$ cat src/rtl/uart_tx_ctrl.sv
// UART transmit controller with per-frame baud divisor.
// Frames: start, LSB-first data, optional even parity, stop bit(s).
module uart_tx_ctrl #(
    parameter int          DATA_BITS = 8,
    parameter int          STOP_BITS = 1,
    parameter int          PARITY_EN = 0,
    parameter logic [15:0] DEF_DIV   = 16'd5000
) (
    input  logic        clk,
    input  logic        reset,
    input  logic [15:0] baud_div,
    input  logic        tx_valid,
    input  logic [7:0]  tx_data,
    output logic        tx_ready,
    output logic        tx_out,
    output logic        busy,
    output logic        tx_done
);

    typedef enum logic [2:0] {
        IDLE,
        START,
        DATA,
        PARITY,
        STOP
    } state_t;

    localparam logic [7:0] DMASK     = 8'((1 << DATA_BITS) - 1);
    localparam logic [2:0] BIT_LAST  = 3'(DATA_BITS - 1);
    localparam logic       STOP_LAST = 1'(STOP_BITS - 1);

    state_t      state_q, state_d;
    logic [15:0] cnt_q, cnt_d;
    logic [15:0] div_q, div_d;
    logic [7:0]  shift_q, shift_d;
    logic        par_q, par_d;
    logic [2:0]  bit_q, bit_d;
    logic        stop_q, stop_d;
    logic        out_q, out_d;
    logic        cnt_last;

    assign cnt_last = (cnt_q == div_q - 16'd1);
    assign tx_ready = (state_q == IDLE);
    assign busy     = (state_q != IDLE);
    assign tx_out   = out_q;
    assign tx_done  = (state_q == STOP) && cnt_last && (stop_q == STOP_LAST);

    // State, counters and the registered serial line.
    always_ff @(posedge clk or negedge reset) begin
        if (!reset) begin
            state_q <= IDLE;
            cnt_q   <= '0;
            div_q   <= '0;
            shift_q <= '0;
            par_q   <= 1'b0;
            bit_q   <= '0;
            stop_q  <= 1'b0;
            out_q   <= 1'b1;
        end else begin
            state_q <= state_d;
            cnt_q   <= cnt_d;
            div_q   <= div_d;
            shift_q <= shift_d;
            par_q   <= par_d;
            bit_q   <= bit_d;
            stop_q  <= stop_d;
            out_q   <= out_d;
        end
    end

    // Next-state logic; the line value for the next bit is set at each boundary.
    always_comb begin
        state_d = state_q;
        cnt_d   = cnt_q;
        div_d   = div_q;
        shift_d = shift_q;
        par_d   = par_q;
        bit_d   = bit_q;
        stop_d  = stop_q;
        out_d   = out_q;
        unique case (state_q)
            IDLE: begin
                out_d = 1'b1;
                if (tx_valid) begin
                    state_d = START;
                    shift_d = tx_data;
                    div_d   = (baud_div >= 16'd2) ? baud_div : DEF_DIV;
                    par_d   = ^(tx_data & DMASK);
                    cnt_d   = '0;
                    bit_d   = '0;
                    stop_d  = 1'b0;
                    out_d   = 1'b0;
                end
            end
            START: begin
                if (cnt_last) begin
                    cnt_d   = '0;
                    bit_d   = '0;
                    state_d = DATA;
                    out_d   = shift_q[0];
                end else begin
                    cnt_d = cnt_q + 16'd1;
                end
            end
            DATA: begin
                if (cnt_last) begin
                    cnt_d   = '0;
                    shift_d = shift_q >> 1;
                    if (bit_q == BIT_LAST) begin
                        if (PARITY_EN != 0) begin
                            state_d = PARITY;
                            out_d   = par_q;
                        end else begin
                            state_d = STOP;
                            stop_d  = 1'b0;
                            out_d   = 1'b1;
                        end
                    end else begin
                        bit_d = bit_q + 3'd1;
                        out_d = shift_q[1];
                    end
                end else begin
                    cnt_d = cnt_q + 16'd1;
                end
            end
            PARITY: begin
                if (cnt_last) begin
                    cnt_d   = '0;
                    state_d = STOP;
                    stop_d  = 1'b0;
                    out_d   = 1'b1;
                end else begin
                    cnt_d = cnt_q + 16'd1;
                end
            end
            STOP: begin
                out_d = 1'b1;
                if (cnt_last) begin
                    cnt_d = '0;
                    if (stop_q == STOP_LAST) begin
                        state_d = IDLE;
                    end else begin
                        stop_d = 1'b1;
                    end
                end else begin
                    cnt_d = cnt_q + 16'd1;
                end
            end
            default: begin
                state_d = IDLE;
                out_d   = 1'b1;
            end
        endcase
    end

endmodule

$ cat config.mk
export PLATFORM = sky130hd
export DESIGN_NAME = uart_tx_ctrl
export DESIGN_NICKNAME = d
export VERILOG_FILES = /design/src/rtl/uart_tx_ctrl.sv
export SDC_FILE = /design/constraint.sdc
export NUM_CORES = 1
export LEC_CHECK = 0
export CAP_MARGIN = 20
export CORE_MARGIN = 4
export CORE_UTILIZATION = 48
export CTS_BUF_LIST = sky130_fd_sc_hd__clkbuf_4 sky130_fd_sc_hd__clkbuf_8
export DETAILED_ROUTE_END_ITERATION = 10
export HOLD_SLACK_MARGIN = 0.03
export PLACE_DENSITY_LB_ADDON = 0.1
export SYNTH_ARGS = -nofsm -noshare
export SYNTH_HDL_FRONTEND = slang
export SYNTH_SLANG_ARGS = --single-unit
$ cat constraint.sdc
create_clock -name clk -period 3.55 [get_ports clk]
set_input_delay 0.355 -clock clk [delete_from_list [all_inputs] [get_ports clk]]
set_output_delay 0.355 -clock clk [all_outputs]
set_load 0.05 [all_outputs]
==> results.md <==
- R2R Setup Slk: 0.62 ns
- Sequential fraction of the synthesis area: 43.2%
- Dpl cells: 384
- Data arrival, critical path: 2.90 ns
- Vias per cell: 5.61
- # rows: 27
- Footprint of the multi-input gates: 1450 um^2
- Routed wire length: 6110 um
- Critical register-to-register path startpoint: div_q[0]
- Distinct cells, synth: 51
- H-tree Lvls: 2
- DP HPWL: 4520 um
- Final min period: 3.26 ns
- Yosys reg bits: 47
- Port Buffers: 30
- First DRT Iteration DRCs: 100
- Crit Path Max Fanout: 10
- Worst path required time: 3.19 ns
- Register area: 1180 um^2
- Ratio of cells with drive above 1 in the final layout: 8.44%
- Largest family of logic cells by synthesized area: simple AND/OR/NAND/NOR gates
- Core Region: 5510 um^2
- Post-synth top area share: 42.2%
- Gr ovfl total: 0
- Syn Inst Count: 288
- Die ar.: 6950 um^2
- Synth Area in Compound Gates: 15.0%
- Die outline height: 83.4 um
- Initial core utilization: 49.5%
- RSZ-0062 raised after global routing: false
- Nets: 350
- Final Hold Fails: 0
- Cell area after synthesis: 2730 um^2
- Clock latency on the worst-skew pair: 0.30 ns
- Synthesized net count: 319
- Fill cells: 499
- TritonCTS clock tree: yes
- Peak Freq: 307 MHz
- CTS buffer count: 5
- Post-Layout Cell Count: 392
- FF-to-FF path depth: 10
- Worst hold slack: 0.0100 ns
- Peak VDD IR: 0.224 mV
- Ys flop type: dfrtp_1
- Yosys warns: 0
- RD Place Congestion: 0.842
- Post-synth EDFFs: 0
- CP startpoint kind: register
- Period utilisation layout: 91.8%
- Setup_tns: 0 ns
- Clock sinks: 47
- Post-DR wirelength/cell: 15.6 um
- Synth Area in Adders: 1.84%
- Global-route wire length before repair: 10900 um
- Outcome: completed
- Boundary Pins: 31
- Yosys top cell by area: dfrtp_1
- ANT nets after route: 0
- Slew at the pin closest to its max-slew limit: 0.633 ns
- 1st-pass router iterations: 4
- Syn_area_per_cell: 9.47 um^2
- Leakage: 1.40 nW
- Synth Area in Simple Gates: 24.2%
- HP Class: in2async
- XOR/XNOR Fraction of Synth Area: 10.9%
- Clock buffer depth: 2
- Final Setup Violations: 0
- Post-CTS Hold Buffers: 0
- Vias post-DR: 2198
- Max_slew headroom: 57.7%
- Reg2reg end: cnt_q[14]
- CP Class: reg2out
- Clock Skew: 0.00689 ns
- Ant. Diodes: 0
- Largest net degree at the start of global routing: 26
- Die Wd: 83.4 um
- CP Launch Point: div_q[0]
- Initial antenna violation count: 0
- Layout area overhead: 17.4%
- Max-cap viol count: 0
- Crit path capture: tx_done
- Pwr Density: 309 nW/um^2
- Post-synthesis mux area share: 1.15%
- Synth async-reset ratio: 100%
- Crit end category: primary output
- GRT Util Overall: 19.0%
- Clock Root Buffer: clkbuf_8
- CTS clock-pin slew for the worst setup and hold paths: 0.09 ns
- Max Slew Vio Count: 0
- Drc violations: 0
- Vias in the first global route: 2266
- Most area-consuming cells after synthesis: dfrtp_1 42%, nand2_1 6.3%, xor2_1 5.8%, xnor2_1 5.1%, o22a_1 4.2%
## synthesized netlist by cell type, types with 2 or more instances
library cell / count
o21ai_0: 10
nor4b_1: 3
a21oi_1: 5
nor4_1: 8
a22o_1: 4
nand2b_1: 2
inv_1: 8
mux2i_1: 2
nand3_1: 10
o22a_1: 13
xnor2_1: 16
nor3b_1: 2
xor2_1: 18
ha_1: 4
clkbuf_1: 4
buf_6: 4
buf_2: 2
dfrtp_1: 46
nor3_1: 6
nand2_1: 46
o31ai_1: 4
o21a_1: 8
nor2_1: 23
and3_1: 4
or3_1: 4
nand4_1: 7
## worst min path at each step
stage / start / endpoint / slack (ns) / cells after the start
3_3_place_gp: reset / div_q[9] / 0.36 / 1
4_1_cts: reset / div_q[0] / 0.03 / 1
6_report: reset / div_q[12] / 0.01 / 1
3_5_place_dp: reset / div_q[12] / 0.37 / 1
2_1_floorplan: reset / bit_q[0] / 0.06 / 0
5_1_grt: reset / div_q[12] / 0.06 / 1
## final cells by class
| type | count | area share [%] |
|---|---|---|
| repair buffers | 34 | 10.5 |
| clock buffers | 6 | 2.58 |
| flip-flops and latches | 47 | 36.8 |
| inverters | 8 | 0.938 |
| well taps | 72 | 2.81 |
| clock inverters | 2 | 1.09 |
| multi-input cells | 223 | 45.3 |
## stage by stage
step	util (%)	total power [mW]	setup WS (ns)	instance area, um^2
2_1_floorplan	-	0.548	0.778	2730
3_3_place_gp	56.0	0.592	0.556	3080
3_5_place_dp	56.0	0.592	0.532	3080
4_1_cts	58.1	1.00	0.176	3200
5_1_grt	58.1	1.03	0.0198	3200
6_report	58.1	0.988	0.291	3200
## where the power goes
part	internal (mW)	total [mW]	switching, mW
clock network	0.228	0.407	0.179
registers	0.535	0.535	0
logic	0.0264	0.0453	0.0189
## state kept, by name, summed over array words and instances, names as in the netlist
register  count
cnt_q        16
shift_q       8
bit_q         3
state_q       3
tx_out        1
div_q        16
## timing repair
item	4_1_cts	5_1_grt
gates resized for setup	0	1
setup endpoints to repair	0	1
buffers inserted	0	0
## critical path, cell delays in order (launching register included)
cell,delay [ns]
dfrtp_1,0.42
inv_1,0.08
ha_1,0.22
or4b_2,0.62
nor3_1,0.15
o2111ai_1,0.11
a32oi_1,0.22
and4_2,0.39
and3_4,0.24
buf_12,0.14
## logic make-up after synthesis
| group | count (synthesis) |
|---|---|
| and+or+nand+nor | 128 |
| AOI/OAI and AO/OA | 54 |
| DFF | 47 |
| xor gates and xnor gates | 34 |
| buffers and inverters | 18 |
| adders and majority gates | 4 |
| muxes | 3 |
## layout by cell type, fill, tap and decap left out, types with 2 or more instances in the layout
master           Yosys  routed
a21oi_1              5       5
buf_4                0       4
or3_1                4       4
nor3_1               6       6
nor4b_1              3       3
ha_1                 4       4
nand3_1             10      10
a22o_1               4       4
dfrtp_1             46      46
o22a_1              13      13
mux2i_1              2       2
o31ai_1              4       4
nor2_1              23      23
xnor2_1             16      16
clkdlybuf4s50_1      0      28
nand2b_1             2       2
o21ai_0             10      10
nor4_1               8       8
inv_1                8       8
xor2_1              18      18
clkbuf_8             0       6
and3_1               4       4
nand4_1              7       7
o21a_1               8       8
nand2_1             46      46
nor3b_1              2       2
## routing by layer
| metal | wire [um] | track usage [%] | share of wire, % |
|---|---|---|---|
| met1 | 2830 | 25.2 | 46 |
| met2 | 2960 | 31.4 | 48 |
| met3 | 224 | 3.47 | 3.7 |
| met4 | 97 | 5.79 | 1.6 |
| met5 | 0 | 0 | 0 |
Power figures use the tool's default switching activity.
